### config.mk
export PLATFORM = sky130hd
export DESIGN_NAME = ddr_burst_arbiter
export DESIGN_NICKNAME = d
export VERILOG_FILES = /design/src/rtl/ddr_burst_arbiter.sv
export SDC_FILE = /design/constraint.sdc
export NUM_CORES = 1
export LEC_CHECK = 0
export ABC_CLOCK_PERIOD_IN_PS = 4200
export BUFFER_PORTS_ARGS = -buffer_cell sky130_fd_sc_hd__buf_2
export CORE_MARGIN = 2
export CORE_UTILIZATION = 35
export CTS_CLUSTER_DIAMETER = 30
export DETAILED_ROUTE_END_ITERATION = 12
export GPL_TIMING_DRIVEN = 0
export SYNTH_ARGS = -nofsm -noshare
export SYNTH_HDL_FRONTEND = slang
export SYNTH_SLANG_ARGS = --single-unit
### constraint.sdc
create_clock -name clk_ref -period 4.2 [get_ports clk_ref]
set_input_delay 1.26 -clock clk_ref [delete_from_list [all_inputs] [get_ports clk_ref]]
set_output_delay 1.26 -clock clk_ref [all_outputs]
set_load 0.03 [all_outputs]
### src/rtl/ddr_burst_arbiter.sv
// ddr_burst_arbiter: arbitrates DDR write/read burst requests, issues one command per burst, streams word acks.
// Optional macro ARB_ROUND_ROBIN_EN: alternate write/read on ties instead of fixed write priority.
module ddr_burst_arbiter #(
    parameter int LEN_W     = 10,
    parameter int ADDR_W    = 25,
    parameter int GUARD_CYC = 2
) (
    input  logic              clk_ref,
    input  logic              rst,
    input  logic              ddr_init_done,
    input  logic              ddr_wr_req,
    input  logic              ddr_rd_req,
    input  logic [ADDR_W-1:0] ddr_wraddr,
    input  logic [ADDR_W-1:0] ddr_rdaddr,
    input  logic [LEN_W-1:0]  wr_length,
    input  logic [LEN_W-1:0]  rd_length,
    output logic              ddr_wr_ack,
    output logic              ddr_wr_finish,
    output logic              ddr_rd_ack,
    output logic              ddr_rd_finish,
    output logic              app_cmd_en,
    output logic              app_cmd_wr,
    output logic [ADDR_W-1:0] app_cmd_addr,
    output logic [LEN_W-1:0]  app_cmd_len,
    input  logic              app_cmd_rdy,
    input  logic              app_wdata_rdy,
    output logic              app_wdata_en,
    input  logic              app_rdata_valid,
    output logic              arb_busy
);
    localparam int GW = $clog2(GUARD_CYC + 2);

    typedef enum logic [2:0] {IDLE, WCMD, WDATA, RCMD, RDATA, DONE} state_t;

    state_t            r_state, w_next;
    logic [ADDR_W-1:0] r_addr;
    logic [LEN_W-1:0]  r_len, r_cnt;
    logic [GW-1:0]     r_guard;
    logic              r_wdata_en;
    logic              w_can_grant, w_gnt_wr, w_gnt_rd, w_last_word, w_len_zero;

    assign w_can_grant = r_state == IDLE && r_guard == '0 && ddr_init_done;
    assign w_last_word = r_cnt == r_len - 1'b1;
    assign w_len_zero  = r_len == '0;

`ifdef ARB_ROUND_ROBIN_EN
    logic r_last_wr;

    // On a tie, grant the type that did not win last time.
    assign w_gnt_wr = w_can_grant && ddr_wr_req && (!ddr_rd_req || !r_last_wr);

    always_ff @(posedge clk_ref or posedge rst)
        if (rst)
            r_last_wr <= 1'b0;
        else if (w_gnt_wr || w_gnt_rd)
            r_last_wr <= w_gnt_wr;
`else
    assign w_gnt_wr = w_can_grant && ddr_wr_req;
`endif
    assign w_gnt_rd = w_can_grant && ddr_rd_req && !w_gnt_wr;

    always_ff @(posedge clk_ref or posedge rst)
        if (rst)
            r_state <= IDLE;
        else
            r_state <= w_next;

    always_comb begin
        w_next = r_state;
        case (r_state)
            IDLE:    w_next = w_gnt_wr ? WCMD : w_gnt_rd ? RCMD : IDLE;
            WCMD:    w_next = w_len_zero ? DONE : app_cmd_rdy ? WDATA : WCMD;
            WDATA:   w_next = app_wdata_rdy && w_last_word ? DONE : WDATA;
            RCMD:    w_next = w_len_zero ? DONE : app_cmd_rdy ? RDATA : RCMD;
            RDATA:   w_next = app_rdata_valid && w_last_word ? DONE : RDATA;
            default: w_next = IDLE;
        endcase
    end

    // A zero-length grant skips the command and reports finish from the CMD state.
    always_comb begin
        app_cmd_en    = (r_state == WCMD || r_state == RCMD) && !w_len_zero;
        app_cmd_wr    = r_state == WCMD;
        ddr_wr_ack    = r_state == WDATA && app_wdata_rdy;
        ddr_rd_ack    = r_state == RDATA && app_rdata_valid;
        ddr_wr_finish = (ddr_wr_ack && w_last_word) || (r_state == WCMD && w_len_zero);
        ddr_rd_finish = (ddr_rd_ack && w_last_word) || (r_state == RCMD && w_len_zero);
        arb_busy      = r_state != IDLE;
    end

    assign app_cmd_addr = r_addr;
    assign app_cmd_len  = r_len;
    assign app_wdata_en = r_wdata_en;

    always_ff @(posedge clk_ref or posedge rst) begin
        if (rst) begin
            r_addr     <= '0;
            r_len      <= '0;
            r_cnt      <= '0;
            r_guard    <= '0;
            r_wdata_en <= 1'b0;
        end else begin
            r_wdata_en <= ddr_wr_ack;
            if (w_gnt_wr || w_gnt_rd) begin
                r_addr <= w_gnt_wr ? ddr_wraddr : ddr_rdaddr;
                r_len  <= w_gnt_wr ? wr_length : rd_length;
                r_cnt  <= '0;
            end else if (ddr_wr_ack || ddr_rd_ack) begin
                r_cnt <= r_cnt + 1'b1;
            end
            if (r_state == DONE)
                r_guard <= GW'(GUARD_CYC);
            else if (r_state == IDLE && r_guard != '0)
                r_guard <= r_guard - 1'b1;
        end
    end
endmodule

==> run_results.csv, run 1 <==
group,metric,value,unit
die,die-area,8833,µm²
global_route,grt_util_all_layers,18.34,%
pwr,power.leakage,0.002001,µW
clock_network,cts.path.max_buffers,2,
synth,syn-mean-instance-area,9.292,µm²
sta,worstMarginPinSlew,0.7356,ns
die,num_rows,32,
global_route,grt_overflow,0,
placement,final_weighted_congestion_of_routability_driven_global_placement,0.8552,
detailed_routing,postRouteWirelength,7869,µm
synth,yosys_warnings,0,
pwr,pwr_density_cell,728.1,nW/µm²
sta,timing.final.crit_period,3.983,ns
placement,dp_hpwl,6128,µm
pwr,swShare,47.74,%
die,floorplan.initialDensity,36.49,%
global_route,grt_max_degree,31,
layout,n_antenna_cell,0,
detailed_routing,antenna_left,0,
pwr,peakVddDrop,0.0003523,V
sta,max_slew_margin,50.96,%
worst_hold_path,min-delay-path-class,"register to register",
synth,synth-seq-area-share,45.03,%
die,core_region_area,7767,µm²
synth,postSynthRegisterBits,51,
pwr,share_of_power_burned_in_registers,33.3,%
detailed_routing,detailroute.via_count,2680,
clock_network,post-cts-setup-buffers,0,
status,outcome,"finished clean",
critical_path,critical_path.endpoint_type,"output pin",
pwr,share_clk_of_total_power,13.4,%
job,max_cap_viol_count,0,
synth,dominantRegCellSynth,"sky130_fd_sc_hd__dfrtp_1",
critical_path,reg2reg_setup_slack,1.77,ns
synth,yosys-top-cells-area,"sky130_fd_sc_hd__dfrtp_1, sky130_fd_sc_hd__mux2i_1, sky130_fd_sc_hd__a21oi_1",
clock_network,tritoncts.num_buffers,5,
critical_path,critical_path_startpoint_category,"register",
die,die_x,93.99,µm
layout,post_route_cells_drive_above_1_share,31.80,%
sta,timing.final.crit_share,94.84,%
global_route,first_pass_grt_wire_length,12830,µm
placement,placed_cells,528,
global_route,grt_pass1_vias,2698,
layout,layout.cells.most_common,"sky130_fd_sc_hd__buf_2",
detailed_routing,number_of_design_rule_violations_left_after_detail_routing,0,
clock_network,cts_tree,"done",
synth,synth.lib_cells_used.distinct,45,
die,die_h,93.99,µm
clock_network,clock_latency,0.32,ns
synth,synthesis.nets,387,
pwr,netSwitchingPower,1285,µW
die,io-pin-count,121,
layout,mostFrequentLayoutCells,"sky130_fd_sc_hd__buf_2, sky130_fd_sc_hd__nor2_1, sky130_fd_sc_hd__dfrtp_1",
global_route,initial_antenna_violation_count,0,
synth,synth_edf_count,0,
critical_path,worstPathRequired,2.94,ns
critical_path,crit_type,"register to output pin",
critical_path,crit_fanout,9,
clock_network,cts_hold_repair.buffers,0,
sta,final_report_max_slew_violation_count,0,
detailed_routing,drt_pass1_iterations,4,
layout,post_layout_nonfiller_instances,536,
clock_network,cts.sinks,51,
clock_network,ctsRootBufferMaster,"sky130_fd_sc_hd__clkbuf_8",
sta,hold_viol,0,
sta,final-setup-viol-count,0,
synth,post-synth-top-area-fraction,45.03,%
layout,syn_to_final_growth,30.51,%
placement,placement.io_buffers,120,
pwr,power.combinational.fraction,53.3,%
layout,finalNetCount,515,
detailed_routing,first_iter_violations,146,
pwr,p_int,1407,µW
sta,rsz0062_at_grt,"no",
sta,tns,0,ns
synth,netlist.top_cell.by_area,"sky130_fd_sc_hd__dfrtp_1",
sta,fin_skew,0.008048,ns
clock_network,cts_resized,0,
synth,asyncSetResetFlopFracSynth,100.0,%
clock_network,register_clock_pin_slew_on_the_reported_worst_setup_and_hold_paths,0.10,ns
sta,max_freq,0.2510,GHz
synth,cells_after_synth,305,
critical_path,worst_ep_arrival_time,2.72,ns
synth,post_synth_instance_area,2834,µm²
layout,fillerInstances,792,
detailed_routing,viasPerCell,5.000,
clock_network,htree_levels,2,
detailed_routing,wire_per_inst,14.68,µm
## critical path, cell delays in order (launching register included)
cell	delay (ns)
sky130_fd_sc_hd__dfrtp_1	0.48
sky130_fd_sc_hd__or3_1	0.41
sky130_fd_sc_hd__buf_2	0.16
sky130_fd_sc_hd__or4_4	0.48
sky130_fd_sc_hd__nor3_2	0.11
sky130_fd_sc_hd__o31ai_1	0.13
sky130_fd_sc_hd__or2_1	0.28
sky130_fd_sc_hd__o21ai_0	0.15
sky130_fd_sc_hd__buf_2	0.22
## path summary, 6_finish.rpt
| path | endpoint | depth (start not counted) | startpoint |
|---|---|---|---|
| min in group asynchronous | app_cmd_addr[1] | 2 | rst |
| worst max-delay path | ddr_wr_finish | 8 | app_cmd_len[2] |
| worst min register to register | r_guard[1] | 1 | r_guard[1] |
| worst max register to register | r_state[1] | 7 | app_cmd_len[2] |
| max in group asynchronous | r_cnt[3] | 3 | rst |
| worst min-delay path | r_guard[1] | 1 | r_guard[1] |
## cell families after synthesis
kind of cell               after synthesis  share of synthesized area [%]
AOI/OAI and AO/OA                       58                          11.61
buffers and inverters                   30                          4.150
DFF                                     51                          45.03
muxes                                   37                          13.07
and+or+nand+nor                        107                          18.81
xor gates and xnor gates                18                          5.563
adders and majority gates                4                          1.766
## power groups by stage
stage | Sequential [µW] | Combinational [µW] | Clock, µW
after floorplan | 1210 | 698 | 0
after global placement | 902 | 1400 | 0
after detailed placement | 901 | 1450 | 0
after CTS | 896 | 1450 | 364
after global routing | 927 | 1570 | 384
final | 896 | 1440 | 362
## per-layer routing
| layer | global-route usage (%) | wire length (µm) | up-vias |
|---|---|---|---|
| met4 | 4.227 | 96 | 0 |
| met3 | 5.859 | 701 | 10 |
| li1 | - | - | 1318 |
| met2 | 28.51 | 3531 | 99 |
| met5 | 0 | 0 | - |
| met1 | 24.96 | 3540 | 1253 |
## cell type report
class / count / area, µm² / area share (%)
sequential: 51 / 1276 / 34.51
clock inverter: 3 / 47.55 / 1.286
tap: 102 / 127.6 / 3.451
buffer: 18 / 72.57 / 1.962
timing repair buffer: 121 / 620.6 / 16.78
multi-input combinational: 224 / 1440 / 38.94
clock buffer: 5 / 68.82 / 1.861
inverter: 12 / 45.04 / 1.218
## metrics by stage
stage | power [µW] | worst slack (ns) | hold WS [ns] | util [%] | area [µm²]
after floorplan | 1911 | 0.2446 | 0.4817 | - | 2834
after global placement | 2306 | 0.5316 | 0.4923 | 45.86 | 3562
after detailed placement | 2348 | 0.5468 | 0.5058 | 46.12 | 3582
after CTS | 2706 | 0.1977 | 0.5279 | 47.62 | 3699
after global routing | 2879 | 0.0007607 | 0.5463 | 47.62 | 3699
final | 2693 | 0.2166 | 0.5258 | 47.62 | 3699
## cell usage after synthesis (all sizes together), types with 5 or more instances
master,instances
nor3,7
inv,12
xor2,10
nor2,52
a21oi,41
mux2i,37
clkbuf,13
dfrtp,51
xnor2,8
buf,5
nand4,7
nand2,9
## state kept, by name (all words and copies together), names as in the netlist
register / count
app_cmd_addr: 25
app_cmd_len: 10
r_cnt: 10
r_state: 3
r_guard: 2
app_wdata_en: 1
(Power assumes the default switching activity.)
==> run 2, diff against run 1 <==
CORE_MARGIN = unset   (was 2)
SETUP_SLACK_MARGIN = 0.5   (was unset)
==> run_results.csv, run 2 (synthesized netlist as in run 1, its figures left out) <==
group,metric,value,unit
clock_network,htree_levels,2,
worst_hold_path,min-delay-path-class,"register to register",
global_route,grt_max_degree,37,
global_route,grt_overflow,0,
worst_hold_path,hold_start,"r_guard[1]",
sta,fin_skew,0.006423,ns
detailed_routing,first_iter_violations,147,
sta,tns,0,ns
sta,rsz0062_at_grt,"yes",
layout,finalNetCount,522,
critical_path,critical_path.endpoint_type,"output pin",
pwr,power.combinational.fraction,57.7,%
layout,area.sequential,1282,µm²
clock_network,cts_tree,"done",
placement,placement.io_buffers,120,
sta,timing.final.crit_share,88.45,%
layout,post_layout_nonfiller_instances,543,
job,max_cap_viol_count,0,
detailed_routing,antenna_left,0,
pwr,peakVddDrop,0.0003318,V
die,num_rows,32,
clock_network,register_clock_pin_slew_on_the_reported_worst_setup_and_hold_paths,0.10,ns
pwr,swShare,48.62,%
die,core_region_area,7767,µm²
detailed_routing,postRouteWirelength,7879,µm
layout,post_route_cells_drive_above_1_share,37.19,%
die,die-area,8461,µm²
sta,max_slew_margin,50.41,%
pwr,pwr_density_cell,717.6,nW/µm²
detailed_routing,detailroute.via_count,2716,
die,die_h,91.99,µm
pwr,share_of_power_burned_in_registers,31.6,%
die,io-pin-count,121,
detailed_routing,viasPerCell,5.002,
clock_network,tritoncts.num_buffers,5,
sta,final-setup-viol-count,0,
critical_path,worst_ep_arrival_time,2.46,ns
pwr,netSwitchingPower,1350,µW
clock_network,cts_hold_repair.buffers,0,
clock_network,cts.path.max_buffers,2,
layout,n_antenna_cell,0,
die,die_x,91.99,µm
die,floorplan.initialDensity,36.49,%
pwr,share_clk_of_total_power,10.7,%
sta,hold_viol,0,
sta,worstMarginPinSlew,0.7438,ns
global_route,initial_antenna_violation_count,0,
global_route,grt_pass1_vias,2740,
critical_path,worst_r2r_start,"r_state[2]",
detailed_routing,number_of_design_rule_violations_left_after_detail_routing,0,
layout,syn_to_final_growth,36.51,%
detailed_routing,wire_per_inst,14.51,µm
status,outcome,"finished clean",
critical_path,crit_fanout,4,
layout,mostFrequentLayoutCells,"sky130_fd_sc_hd__buf_2, sky130_fd_sc_hd__nor2_1, sky130_fd_sc_hd__dfrtp_1",
pwr,report.power.total,2776,µW
clock_network,clock_latency,0.31,ns
pwr,p_int,1426,µW
layout,fillerInstances,782,
detailed_routing,drt_pass1_iterations,6,
clock_network,cts.sinks,51,
placement,final_weighted_congestion_of_routability_driven_global_placement,0.8038,
critical_path,crit_type,"register to output pin",
critical_path,worstPathRequired,2.94,ns
global_route,grt_util_all_layers,19.46,%
global_route,first_pass_grt_wire_length,13000,µm
sta,final_report_max_slew_violation_count,0,
sta,timing.final.crit_period,3.715,ns
layout,layout.cells.most_common,"sky130_fd_sc_hd__buf_2",
sta,max_freq,0.2692,GHz
pwr,power.leakage,0.002048,µW
layout,largest_reg_flops,25,
clock_network,ctsRootBufferMaster,"sky130_fd_sc_hd__clkbuf_8",
layout,multiInputGateArea,1569,µm²
critical_path,critical_path_startpoint_category,"register",
placement,dp_hpwl,5907,µm
placement,placed_cells,528,
critical_path,worstSetupStartpoint,"app_cmd_len[4]",
## run 2: area by class of cell
cell class	instances	share of cell area [%]
multi-input combinational	224	40.56
inverter	12	1.164
buffer	18	2.038
timing repair buffer	128	17.53
sequential	51	33.15
tap	102	3.299
clock inverter	3	0.4851
clock buffer	5	1.779
## run 2: worst paths after layout
path	cells after the start	slack, ns	endpoint
max	8	0.48	ddr_wr_finish
min	1	0.52	r_guard[1]
max reg2reg	7	1.93	r_cnt[5]
min reg2reg	1	0.52	r_guard[1]
max in group asynchronous	3	2.77	app_cmd_len[2]
min in group asynchronous	2	0.90	app_cmd_addr[1]
## run 2: stage by stage
step | utilization, % | hold slack [ns] | setup slack (ns) | area (µm²)
2_1_floorplan | - | 0.4817 | 0.4584 | 2841
4_1_cts | 48.81 | 0.5209 | 0.3834 | 3791
3_5_place_dp | 46.21 | 0.4985 | 0.5690 | 3590
5_1_grt | 49.81 | 0.5354 | 0.4059 | 3869
6_report | 49.81 | 0.5181 | 0.4849 | 3869
3_3_place_gp | 45.96 | 0.4928 | 0.5567 | 3570
## run 2: what timing repair did
item                       CTS  global route
resized for setup           16            13
setup endpoints to repair    2             2
pin swaps                    7             4
setup buffers                7             0
## run 2: worst max-delay path: stages (launching register included)
cell                      delay (ns)
sky130_fd_sc_hd__dfrtp_2        0.43
sky130_fd_sc_hd__or3_4          0.39
sky130_fd_sc_hd__buf_6          0.13
sky130_fd_sc_hd__or4_4          0.42
sky130_fd_sc_hd__nor3_4         0.16
sky130_fd_sc_hd__o31ai_4        0.09
sky130_fd_sc_hd__or2_4          0.25
sky130_fd_sc_hd__o21ai_1        0.11
sky130_fd_sc_hd__buf_4          0.17
## run 2: routing by layer
metal | routed length (µm) | global-route usage (%)
met1 | 3466 | 24.32
met2 | 3725 | 32.28
met3 | 578 | 5.721
met4 | 110 | 6.120
met5 | 0 | 0
## run 2: power groups by stage
| stage | logic (µW) | clock network (µW) | registers, µW |
|---|---|---|---|
| floorplan | 699 | 0 | 1210 |
| finish | 1600 | 298 | 878 |
| CTS | 1570 | 303 | 872 |
| global route | 1740 | 319 | 909 |
| detailed placement | 1440 | 0 | 909 |
| global placement | 1410 | 0 | 910 |
==> run 3, diff against run 2 <==
ABC_AREA = 1   (was unset)
==> run_results.csv, run 3 <==
group,metric,value,unit
critical_path,crit_fanout,6,
pwr,power.leakage,0.002129,µW
critical_path,cp_num_buf_inv,3,
critical_path,worst_ep_arrival_time,2.17,ns
layout,syn_to_final_growth,26.60,%
die,die_x,97.74,µm
layout,post_route_cells_drive_above_1_share,36.41,%
synth,yosys-top-cells-count,"sky130_fd_sc_hd__nand2_1, sky130_fd_sc_hd__dfrtp_1, sky130_fd_sc_hd__nor2_1",
detailed_routing,wire_per_inst,13.69,µm
pwr,share_clk_of_total_power,10.9,%
die,die-area,9553,µm²
job,max_cap_viol_count,0,
pwr,power.combinational.fraction,57.1,%
sta,final-setup-viol-count,0,
die,die_h,97.74,µm
global_route,first_pass_grt_wire_length,15430,µm
detailed_routing,first_iter_violations,137,
layout,mostFrequentLayoutCells,"sky130_fd_sc_hd__buf_2, sky130_fd_sc_hd__nand2_1, sky130_fd_sc_hd__dfrtp_1",
clock_network,htree_levels,2,
synth,asyncSetResetFlopFracSynth,100.0,%
sta,rsz0062_at_grt,"no",
placement,dp_hpwl,6865,µm
layout,n_antenna_cell,0,
critical_path,crit_path_max_incr_delay,0.42,ns
placement,placement.io_buffers,120,
sta,final_report_max_slew_violation_count,0,
pwr,swShare,51.27,%
clock_network,post-cts-setup-buffers,0,
synth,netlist.top_cell.by_area,"sky130_fd_sc_hd__dfrtp_1",
clock_network,register_clock_pin_slew_on_the_reported_worst_setup_and_hold_paths,0.10,ns
pwr,pwr_density_cell,707.1,nW/µm²
die,io-pin-count,121,
synth,postSynthRegisterBits,51,
status,failed_checks,"design-rule violations",
layout,largest_reg_flops,25,
pwr,peakVddDrop,0.0002891,V
detailed_routing,detailroute.via_count,3208,
worst_hold_path,min-delay-path-class,"register to register",
synth,post_synth_instance_area,3208,µm²
synth,post-synth-top-area-fraction,39.78,%
clock_network,clock_latency,0.31,ns
synth,cells_after_synth,412,
critical_path,critical_path_startpoint_category,"register",
synth,yosys_warnings,0,
pwr,share_of_power_burned_in_registers,32.0,%
sta,max_freq,0.2912,GHz
detailed_routing,antenna_left,0,
clock_network,cts.sinks,51,
detailed_routing,viasPerCell,4.943,
pwr,p_int,1399,µW
status,outcome,"finished, violations left",
global_route,initial_antenna_violation_count,0,
synth,synth-seq-area-share,39.78,%
clock_network,ctsRootBufferMaster,"sky130_fd_sc_hd__clkbuf_8",
synth,dominantRegCellSynth,"sky130_fd_sc_hd__dfrtp_1",
pwr,report.power.total,2872,µW
sta,max_slew_margin,67.15,%
synth,syn-mean-instance-area,7.787,µm²
pwr,netSwitchingPower,1472,µW
sta,hold_viol,0,
sta,timing.final.crit_share,81.76,%
layout,finalNetCount,622,
layout,fillerInstances,897,
critical_path,critical_path.endpoint_type,"output pin",
global_route,grt_max_degree,33,
clock_network,tritoncts.num_buffers,5,
layout,layout.cells.most_common,"sky130_fd_sc_hd__buf_2",
die,core_region_area,8806,µm²
critical_path,worstPathRequired,2.94,ns
die,floorplan.initialDensity,36.43,%
synth,synth.lib_cells_used.distinct,37,
synth,synthesis.nets,494,
critical_path,crit_path_max_delay_cell_type,"sky130_fd_sc_hd__dfrtp_1",
detailed_routing,drt_pass1_iterations,8,
clock_network,cts_tree,"done",
sta,fin_skew,0.007983,ns
sta,worstMarginPinSlew,0.4909,ns
global_route,grt_pass1_vias,3259,
global_route,grt_util_all_layers,19.86,%
global_route,grt_overflow,0,
sta,tns,0,ns
sta,timing.final.crit_period,3.434,ns
detailed_routing,postRouteWirelength,8884,µm
die,num_rows,34,
critical_path,crit_type,"register to output pin",
synth,synth_edf_count,0,
detailed_routing,number_of_design_rule_violations_left_after_detail_routing,14,
clock_network,cts.path.max_buffers,2,
critical_path,timing.critical_path.cells,"inv_2, ha_1, inv_1, nor2_2, nand3_1, nand3_1, nand2_1, nor2_2, nand4_1, nand2_1, buf_2",
placement,final_weighted_congestion_of_routability_driven_global_placement,0.8933,
synth,post-synth-top-count-cell,"sky130_fd_sc_hd__nand2_1",
synth,yosys-top-cells-area,"sky130_fd_sc_hd__dfrtp_1, sky130_fd_sc_hd__nand2_1, sky130_fd_sc_hd__a21oi_2",
critical_path,critical_path.top_delay_family,"simple AND/OR/NAND/NOR gates",
==> run 3: cell types whose count changed in the layout (fill, tap and decap cells not counted), moves of 7 or more <==
| cell | delta |
|---|---|
| sky130_fd_sc_hd__mux2i_1 | -37 |
| sky130_fd_sc_hd__nand2_1 | +80 |
| sky130_fd_sc_hd__a22oi_1 | +8 |
| sky130_fd_sc_hd__buf_4 | -8 |
| sky130_fd_sc_hd__inv_1 | +28 |
| sky130_fd_sc_hd__clkbuf_1 | -12 |
| sky130_fd_sc_hd__nand3_1 | +16 |
| sky130_fd_sc_hd__buf_6 | +7 |
| sky130_fd_sc_hd__a21oi_2 | +26 |
| sky130_fd_sc_hd__nor2_2 | +9 |
==> run 3: kinds of logic after synthesis <==
logic type | synth area share, %
simple gates | 27.46
compound gates | 18.84
buf+inv | 10.18
flops | 39.78
xor+xnor | 2.184
fa+ha+maj | 1.560
==> run 3: layer usage <==
layer  up-vias  track usage, %  part of all wire, %  wire, µm
met5         -               0                    0         0
met2       104           33.06                   46      4057
met3         9           4.796                  7.1       634
li1       1601               -                    -         -
met1      1494           25.77                   46      4097
met4         0           5.478                  1.1        94
==> run 3: timing repair <==
| item | in CTS | in global routing |
|---|---|---|
| resized for setup | 0 | 3 |
| hold endpoints to repair | 0 | 0 |
| hold buffers | 0 | 0 |
| setup endpoints to repair | 0 | 2 |
==> run 3: stage by stage <==
| stage | worst slack [ns] | utilization, % | hold WS, ns | instances | area [µm²] |
|---|---|---|---|---|---|
| 3_3_place_gp | 0.8415 | 44.79 | 0.4956 | 640 | 3944 |
| 3_5_place_dp | 0.9750 | 45.01 | 0.5089 | 641 | 3964 |
| 4_1_cts | 0.6153 | 46.09 | 0.5336 | 649 | 4059 |
| 5_1_grt | 0.5233 | 46.12 | 0.5543 | 649 | 4061 |
| 2_1_floorplan | 0.9857 | - | 0.4866 | 412 | 3208 |
| 6_report | 0.7663 | 46.12 | 0.5242 | 649 | 4061 |
==> run 3: worst paths after layout <==
| kind | startpoint | endpoint | slack [ns] | depth (start not counted) |
|---|---|---|---|---|
| worst max-delay path | app_cmd_len[0] | ddr_wr_finish | 0.77 | 11 |
| worst min-delay path | app_cmd_addr[1] | app_cmd_addr[1] | 0.52 | 2 |
| worst max register to register | app_cmd_len[0] | r_state[1] | 2.41 | 11 |
| worst min register to register | app_cmd_addr[1] | app_cmd_addr[1] | 0.52 | 2 |
| max in group asynchronous | rst | r_state[2] | 2.72 | 3 |
| min in group asynchronous | rst | app_cmd_addr[4] | 0.95 | 2 |
==> run 3: area by class of cell <==
type                       count  area, µm²  share of cell area [%]
clock buffer                   7      86.33                   2.126
inverter                      49      198.9                   4.898
tap                          108      135.1                   3.327
sequential                    51       1276                   31.42
clock inverter                 1      8.758                  0.2156
multi-input combinational    299       1608                   39.59
timing repair buffer         121      620.6                   15.28
buffer                        13      127.6                   3.142
==> run 3: power by group through the flow <==
stage | sequential, µW | clock, µW | combinational (µW)
after floorplan | 1220 | 0 | 895
after global placement | 923 | 0 | 1620
after global routing | 952 | 342 | 1830
after detailed placement | 927 | 0 | 1650
after CTS | 918 | 321 | 1650
final | 918 | 314 | 1640
==> run 3: worst reg2reg max path: stages, from the launching register on <==
cell	delay (ns)
sky130_fd_sc_hd__dfrtp_1	0.42
sky130_fd_sc_hd__inv_2	0.12
sky130_fd_sc_hd__ha_1	0.22
sky130_fd_sc_hd__inv_1	0.08
sky130_fd_sc_hd__nor2_2	0.16
sky130_fd_sc_hd__nand3_1	0.12
sky130_fd_sc_hd__nand3_1	0.13
sky130_fd_sc_hd__nand2_1	0.07
sky130_fd_sc_hd__nor2_2	0.13
sky130_fd_sc_hd__nand4_1	0.11
sky130_fd_sc_hd__nand2_1	0.07
sky130_fd_sc_hd__nand2_1	0.05
